## src/rtl/layer_tile_scheduler.sv

```systemverilog
// Walks one convolution layer through the PU controller as a sequence of tiles:
// OC tiles outer, IC tiles inner, one pu_start per tile and a wait for its total-finished pulse.
module layer_tile_scheduler #(
    parameter int IC_NUM_W   = 4,
    parameter int OC_NUM_W   = 4,
    parameter int IC_TILE    = 15,
    parameter int OC_TILE    = 15,
    parameter int LAYER_CH_W = 12,
    parameter int CNT_W      = 16
) (
    input  logic                  clock,
    input  logic                  reset,
    input  logic                  layer_start,
    input  logic [LAYER_CH_W-1:0] layer_IC,
    input  logic [LAYER_CH_W-1:0] layer_OC,
    input  logic                  pu_total_finished,
    output logic                  pu_start,
    output logic [IC_NUM_W-1:0]   pu_IC_Num,
    output logic [OC_NUM_W-1:0]   pu_OC_Num,
    output logic [LAYER_CH_W-1:0] tile_ic_base,
    output logic [LAYER_CH_W-1:0] tile_oc_base,
    output logic                  first_ic_tile,
    output logic                  last_ic_tile,
    output logic                  busy,
    output logic                  layer_done,
    output logic [CNT_W-1:0]      tile_count
);

    typedef enum logic [2:0] {
        S_IDLE    = 3'd0,
        S_ISSUE   = 3'd1,
        S_WAIT    = 3'd2,
        S_ADVANCE = 3'd3,
        S_DONE    = 3'd4
    } state_t;

    // One extra bit so base + tile never wraps in the end-of-dimension tests.
    localparam int EXT_W = LAYER_CH_W + 1;
    localparam logic [EXT_W-1:0]      IC_TILE_X = EXT_W'(IC_TILE);
    localparam logic [EXT_W-1:0]      OC_TILE_X = EXT_W'(OC_TILE);
    localparam logic [LAYER_CH_W-1:0] IC_TILE_L = LAYER_CH_W'(IC_TILE);
    localparam logic [LAYER_CH_W-1:0] OC_TILE_L = LAYER_CH_W'(OC_TILE);

    state_t                state_q, state_d;
    logic [LAYER_CH_W-1:0] layer_ic_q, layer_ic_d;
    logic [LAYER_CH_W-1:0] layer_oc_q, layer_oc_d;
    logic [LAYER_CH_W-1:0] ic_base_q, ic_base_d;
    logic [LAYER_CH_W-1:0] oc_base_q, oc_base_d;
    logic [CNT_W-1:0]      tile_count_q, tile_count_d;
    logic [IC_NUM_W-1:0]   ic_num_q, ic_num_d;
    logic [OC_NUM_W-1:0]   oc_num_q, oc_num_d;
    logic                  first_q, first_d;
    logic                  last_q, last_d;

    logic                  last_ic_now;
    logic                  last_oc_now;
    logic [LAYER_CH_W-1:0] ic_rem;
    logic [LAYER_CH_W-1:0] oc_rem;

    assign last_ic_now = ({1'b0, ic_base_q} + IC_TILE_X) >= {1'b0, layer_ic_q};
    assign last_oc_now = ({1'b0, oc_base_q} + OC_TILE_X) >= {1'b0, layer_oc_q};

    // State and datapath registers.
    always_ff @(posedge clock or negedge reset) begin
        if (!reset) begin
            state_q      <= S_IDLE;
            layer_ic_q   <= '0;
            layer_oc_q   <= '0;
            ic_base_q    <= '0;
            oc_base_q    <= '0;
            tile_count_q <= '0;
            ic_num_q     <= '0;
            oc_num_q     <= '0;
            first_q      <= 1'b0;
            last_q       <= 1'b0;
        end else begin
            state_q      <= state_d;
            layer_ic_q   <= layer_ic_d;
            layer_oc_q   <= layer_oc_d;
            ic_base_q    <= ic_base_d;
            oc_base_q    <= oc_base_d;
            tile_count_q <= tile_count_d;
            ic_num_q     <= ic_num_d;
            oc_num_q     <= oc_num_d;
            first_q      <= first_d;
            last_q       <= last_d;
        end
    end

    // Next-state logic.
    always_comb begin
        state_d = state_q;
        case (state_q)
            S_IDLE: begin
                if (layer_start) begin
                    if ((layer_IC == '0) || (layer_OC == '0)) begin
                        state_d = S_DONE;
                    end else begin
                        state_d = S_ISSUE;
                    end
                end
            end
            S_ISSUE: state_d = S_WAIT;
            S_WAIT: begin
                if (pu_total_finished) begin
                    state_d = S_ADVANCE;
                end
            end
            S_ADVANCE: begin
                if (last_ic_now && last_oc_now) begin
                    state_d = S_DONE;
                end else begin
                    state_d = S_ISSUE;
                end
            end
            S_DONE:  state_d = S_IDLE;
            default: state_d = S_IDLE;
        endcase
    end

    // Bases, counters and the tile configuration presented with pu_start.
    always_comb begin
        layer_ic_d   = layer_ic_q;
        layer_oc_d   = layer_oc_q;
        ic_base_d    = ic_base_q;
        oc_base_d    = oc_base_q;
        tile_count_d = tile_count_q;
        ic_num_d     = ic_num_q;
        oc_num_d     = oc_num_q;
        first_d      = first_q;
        last_d       = last_q;
        ic_rem       = '0;
        oc_rem       = '0;

        if ((state_q == S_IDLE) && layer_start) begin
            layer_ic_d   = layer_IC;
            layer_oc_d   = layer_OC;
            ic_base_d    = '0;
            oc_base_d    = '0;
            tile_count_d = '0;
        end

        if ((state_q == S_WAIT) && pu_total_finished) begin
            tile_count_d = tile_count_q + CNT_W'(1);
        end

        if (state_q == S_ADVANCE) begin
            if (!last_ic_now) begin
                ic_base_d = ic_base_q + IC_TILE_L;
            end else begin
                ic_base_d = '0;
                oc_base_d = oc_base_q + OC_TILE_L;
            end
        end

        // Configuration is loaded from the upcoming bases so it is valid in the ISSUE cycle.
        if (state_d == S_ISSUE) begin
            ic_rem   = layer_ic_d - ic_base_d;
            oc_rem   = layer_oc_d - oc_base_d;
            ic_num_d = (ic_rem > IC_TILE_L) ? IC_NUM_W'(IC_TILE) : ic_rem[IC_NUM_W-1:0];
            oc_num_d = (oc_rem > OC_TILE_L) ? OC_NUM_W'(OC_TILE) : oc_rem[OC_NUM_W-1:0];
            first_d  = (ic_base_d == '0);
            last_d   = ({1'b0, ic_base_d} + IC_TILE_X) >= {1'b0, layer_ic_d};
        end
    end

    // Moore outputs decoded from the state register.
    always_comb begin
        pu_start   = 1'b0;
        busy       = 1'b1;
        layer_done = 1'b0;
        case (state_q)
            S_IDLE:  busy       = 1'b0;
            S_ISSUE: pu_start   = 1'b1;
            S_DONE:  layer_done = 1'b1;
            default: ;
        endcase
    end

    assign pu_IC_Num     = ic_num_q;
    assign pu_OC_Num     = oc_num_q;
    assign tile_ic_base  = ic_base_q;
    assign tile_oc_base  = oc_base_q;
    assign first_ic_tile = first_q;
    assign last_ic_tile  = last_q;
    assign tile_count    = tile_count_q;

endmodule

```

## config.mk

```make
export PLATFORM = sky130hd
export DESIGN_NAME = layer_tile_scheduler
export DESIGN_NICKNAME = d
export VERILOG_FILES = /design/src/rtl/layer_tile_scheduler.sv
export SDC_FILE = /design/constraint.sdc
export NUM_CORES = 1
export LEC_CHECK = 0
export ABC_AREA = 1
export BUFFER_PORTS_ARGS = -buffer_cell sky130_fd_sc_hd__buf_2
export CAP_MARGIN = 10
export CELL_PAD_IN_SITES_DETAIL_PLACEMENT = 0
export CELL_PAD_IN_SITES_GLOBAL_PLACEMENT = 2
export CORE_UTILIZATION = 31
export CTS_BUF_LIST = sky130_fd_sc_hd__clkbuf_4 sky130_fd_sc_hd__clkbuf_8
export DETAILED_ROUTE_END_ITERATION = 6
export GPL_TIMING_DRIVEN = 1
export PLACE_DENSITY = 0.81
export SETUP_SLACK_MARGIN = 0.02
export SLEW_MARGIN = 5
export SYNTH_ARGS = -nofsm -noshare
export SYNTH_HDL_FRONTEND = slang
export SYNTH_SLANG_ARGS = --single-unit
```

## constraint.sdc

```tcl
create_clock -name clock -period 4.6 [get_ports clock]
set_input_delay 0.92 -clock clock [delete_from_list [all_inputs] [get_ports clock]]
set_output_delay 0.92 -clock clock [all_outputs]
set_load 0.1 [all_outputs]
```

==> impl_metrics.tcl <==
set metrics [dict create \
    status "completed" \
    via_count 6397 \
    finalSetupTns_ns 0 \
    die_h_um 147.9 \
    synth_sequential_area_ratio 0.2920 \
    ys_ff_latch 77 \
    timing_hold_violations_final 0 \
    fillCellCount 2242 \
    gr-usage-all-layers 0.1921 \
    hpwl_um 16290 \
    synth-async-reset-ratio 1.000 \
    path_clk_slew_ns 0.08 \
    type_of_origin_of_the_critical_path "flip-flop" \
    worst_pin_slew_ns 0.6388 \
    final_net_count 1154 \
    reg2reg_slack_ns 0.24 \
    global_route.overflow_total 0 \
    grt_max_degree 41 \
    hold_path.startpoint "tile_count[15]$_DFFE_PN0P_" \
    post_drt_wl_per_cell_um 15.29 \
    maxCapViolations 0 \
    worst_r2r_endpoint "pu_OC_Num[1]$_DFFE_PN0N_" \
    synth.net_count 1024 \
    initial_utilization 0.3149 \
    via_count_of_the_first_global_routing_pass 6074 \
    finalCritPeriodShare 0.9474 \
    route.antenna.remaining_nets 0 \
    final_core_utilization 0.4000 \
    synth_top_area_cell "sky130_fd_sc_hd__dfrtp_1" \
    drt_first_pass_iters 4 \
    diodes 0 \
    core.rowCount 53 \
    grt_first_pass_wirelength_um 32320 \
    worst_hold_slack_ns 0.4878 \
    syn_to_layout_area_delta_pct 27.02 \
    critical_path.max_stage_delay_ns 0.49 \
    maxSlewViolCount 0 \
    port-buffer-count 80 \
    hold_path.class "reg -> reg" \
    pin_count 81 \
    drt-initial-drc-count 308 \
    fmax_ghz 0.2295 \
    h_tree_level_count 3 \
    total_leakage_power_nw 4.266 \
    skew_pair_late_insertion_delay_ns 0.37 \
    post_synth_inst_count 939 \
    holdPathEnd "tile_count[15]$_DFFE_PN0P_" \
    end_kind "flip-flop" \
    grt_antenna_before_repair 0 \
    overall_power_w 0.006824 \
    min_delay_path_depth 1 \
    viasPerCell 4.742 \
    syn-cell-area_sq_um 6599 \
    worst-path-max-fanout 6 \
    synth-main-ff-cell "sky130_fd_sc_hd__dfrtp_1" \
    peakVddDrop_v 0.0005062 \
    multiInputGateArea_sq_um 4337 \
    ys_top_cells_by_area "sky130_fd_sc_hd__dfrtp_1, sky130_fd_sc_hd__nand2_1, sky130_fd_sc_hd__ha_1" \
    detail_route.drc_violations 0 \
    post_synth.cell_area_avg_sq_um 7.028 \
    cts-root-buf "sky130_fd_sc_hd__clkbuf_8" \
    finalSetupViolCount 0 \
    critPathKind "reg -> reg" \
    coreArea_sq_um 20960 \
    yosys.area.top_type_share 0.2920 \
    final_weighted_congestion_in_routability_driven_placement 0.8399 \
    unrepaired_setup_endpoints_after_global_routing "yes" \
    critical_path.slowest_cell "sky130_fd_sc_hd__dfrtp_4" \
    final.setup_skew_ns 0.008407 \
    layout-drive-gt1-share 0.2756 \
    worstRegToRegCells 30 \
    fin_crit_ns 4.358 \
    ff_latch_area_sq_um 1954 \
    synth-edff-count 0 \
    netlist_cell_types 55 \
    worst_ep_arrival_time_ns 4.62 \
    die_area_sq_um 21870 \
    synth-warning-count 0 \
    critPathMostFrequentCell "sky130_fd_sc_hd__nand2_1" \
    powerDensity_nw_per_um2 814.1 \
    timing.max_slew.rel_slack 0.5702 \
    fp.dieW_um 147.9 \
    cts_tree "yes" \
    wl_um 20620 \
    clock_path_buffers 2 \
    critPathLaunch "tile_ic_base[0]$_DFF_PN0_" \
    worstPathRequired_ns 4.87 \
    cts_made_buffers 9 \
    tritoncts_num_sinks 77 \
    rr_startpoint "tile_ic_base[0]$_DFF_PN0_" \
]
==> cell families after synthesis <==
group,synth area share
DFF,0.2920
adders and majority gates,0.1104
and+or+nand+nor,0.3354
buffers and inverters,0.1130
muxes,0.003034
AOI/OAI and AO/OA,0.1130
xor gates and xnor gates,0.03318
==> per-stage QoR <==
stage | worst slack, ns | area (sq um) | instances
final | 0.2421 | 8382 | 1349
after global routing | -0.03938 | 8382 | 1349
after CTS | 0.02260 | 7812 | 1328
after global placement | -0.1422 | 7533 | 1312
after detailed placement | -0.1655 | 7533 | 1312
after floorplan | 0.05281 | 6626 | 939
==> where the power goes <==
group	leakage (nW)	switching, W	internal (W)
registers	0.950	0.000131	0.000893
clock network	0.121	0.000273	0.000349
logic	3.20	0.00350	0.00168
==> registers in the layout, indices dropped and copies added, names as in the netlist <==
name / count
first_ic_tile: 1
last_ic_tile: 1
layer_ic_q: 12
layer_oc_q: 12
pu_IC_Num: 4
pu_OC_Num: 4
state_q: 3
tile_count: 16
tile_ic_base: 12
tile_oc_base: 12
==> synth_stat cells, types with 3 or more instances <==
cell and n:
sky130_fd_sc_hd__xor2_1 23, sky130_fd_sc_hd__nand2_2 11, sky130_fd_sc_hd__o21ai_1 6, sky130_fd_sc_hd__or2_2 7, sky130_fd_sc_hd__nor2_2 10, sky130_fd_sc_hd__nand4_1 34
sky130_fd_sc_hd__o21ai_2 4, sky130_fd_sc_hd__nor2_1 60, sky130_fd_sc_hd__a21boi_0 3, sky130_fd_sc_hd__buf_2 5, sky130_fd_sc_hd__nand3_2 10, sky130_fd_sc_hd__nand2_1 222
sky130_fd_sc_hd__dfrtp_1 77, sky130_fd_sc_hd__inv_2 9, sky130_fd_sc_hd__nand2_4 8, sky130_fd_sc_hd__a21oi_1 35, sky130_fd_sc_hd__clkbuf_1 3, sky130_fd_sc_hd__ha_1 55
sky130_fd_sc_hd__o22ai_1 5, sky130_fd_sc_hd__a31oi_1 3, sky130_fd_sc_hd__o21bai_1 4, sky130_fd_sc_hd__inv_1 170, sky130_fd_sc_hd__nand3_1 67, sky130_fd_sc_hd__nor3_1 14
sky130_fd_sc_hd__o21ai_0 42, sky130_fd_sc_hd__a22oi_1 3, sky130_fd_sc_hd__o21a_1 3, sky130_fd_sc_hd__nor4_1 10
==> cells in the final DEF (no fill, tap or decap), types with 6 or more instances in the layout <==
master	instances
sky130_fd_sc_hd__nand2_1	211
sky130_fd_sc_hd__inv_1	158
sky130_fd_sc_hd__buf_2	79
sky130_fd_sc_hd__dfrtp_1	67
sky130_fd_sc_hd__nand3_1	64
sky130_fd_sc_hd__nor2_1	51
sky130_fd_sc_hd__buf_4	48
sky130_fd_sc_hd__ha_1	44
sky130_fd_sc_hd__nand4_1	34
sky130_fd_sc_hd__o21ai_0	33
sky130_fd_sc_hd__a21oi_1	31
sky130_fd_sc_hd__xor2_1	21
sky130_fd_sc_hd__nand2_2	18
sky130_fd_sc_hd__inv_2	17
sky130_fd_sc_hd__nor3_1	13
sky130_fd_sc_hd__nand3_2	13
sky130_fd_sc_hd__nor2_2	12
sky130_fd_sc_hd__nand2_4	11
sky130_fd_sc_hd__clkbuf_8	11
sky130_fd_sc_hd__o21ai_1	10
sky130_fd_sc_hd__o21ai_2	9
sky130_fd_sc_hd__nor4_1	9
sky130_fd_sc_hd__ha_4	9
sky130_fd_sc_hd__nor2_4	8
sky130_fd_sc_hd__or2_2	7
sky130_fd_sc_hd__dfrtp_4	6
==> worst max-delay path by stage <==
stage / cells after the start / to
2_1_floorplan: 28 / last_ic_tile$_DFFE_PN0N_
3_3_place_gp: 28 / pu_OC_Num[1]$_DFFE_PN0N_
3_5_place_dp: 28 / pu_OC_Num[1]$_DFFE_PN0N_
4_1_cts: 28 / pu_OC_Num[1]$_DFFE_PN0N_
5_1_grt: 30 / pu_OC_Num[1]$_DFFE_PN0N_
6_report: 30 / pu_OC_Num[1]$_DFFE_PN0N_
==> worst max-delay path: cells and delay by family, from the launching register on <==
kind	cells	cell delay, ns
simple gates	18	2.05
buf+inv	7	0.77
fa+ha+maj	2	0.66
flops	1	0.49
compound gates	3	0.29
==> layer usage <==
| layer | vias up | wire [um] | track usage | part of all wire |
|---|---|---|---|---|
| met3 | 12 | 649 | 0.02870 | 0.031 |
| met1 | 2947 | 10430 | 0.2772 | 0.51 |
| met2 | 102 | 9345 | 0.3005 | 0.45 |
| li1 | 3336 | - | - | - |
| met5 | - | 0 | 0 | 0 |
| met4 | 0 | 204 | 0.04278 | 0.0099 |
==> cell type report <==
type | instances | share of cell area
Inverter | 180 | 0.08210
Clock inverter | 3 | 0.008210
Sequential cell | 77 | 0.2332
Tap cell | 275 | 0.04105
Timing Repair Buffer | 131 | 0.09822
Clock buffer | 13 | 0.01985
Multi-Input combinational cell | 670 | 0.5174
==> repair_timing <==
action / CTS / global route
resized for setup: 15 / 94
gates cloned: 0 / 1
hold buffers: 0 / 0
setup endpoints to repair: 5 / 9
pin swaps: 0 / 38
buffers inserted: 0 / 20
Note: power is estimated with default switching activity, not from simulation.
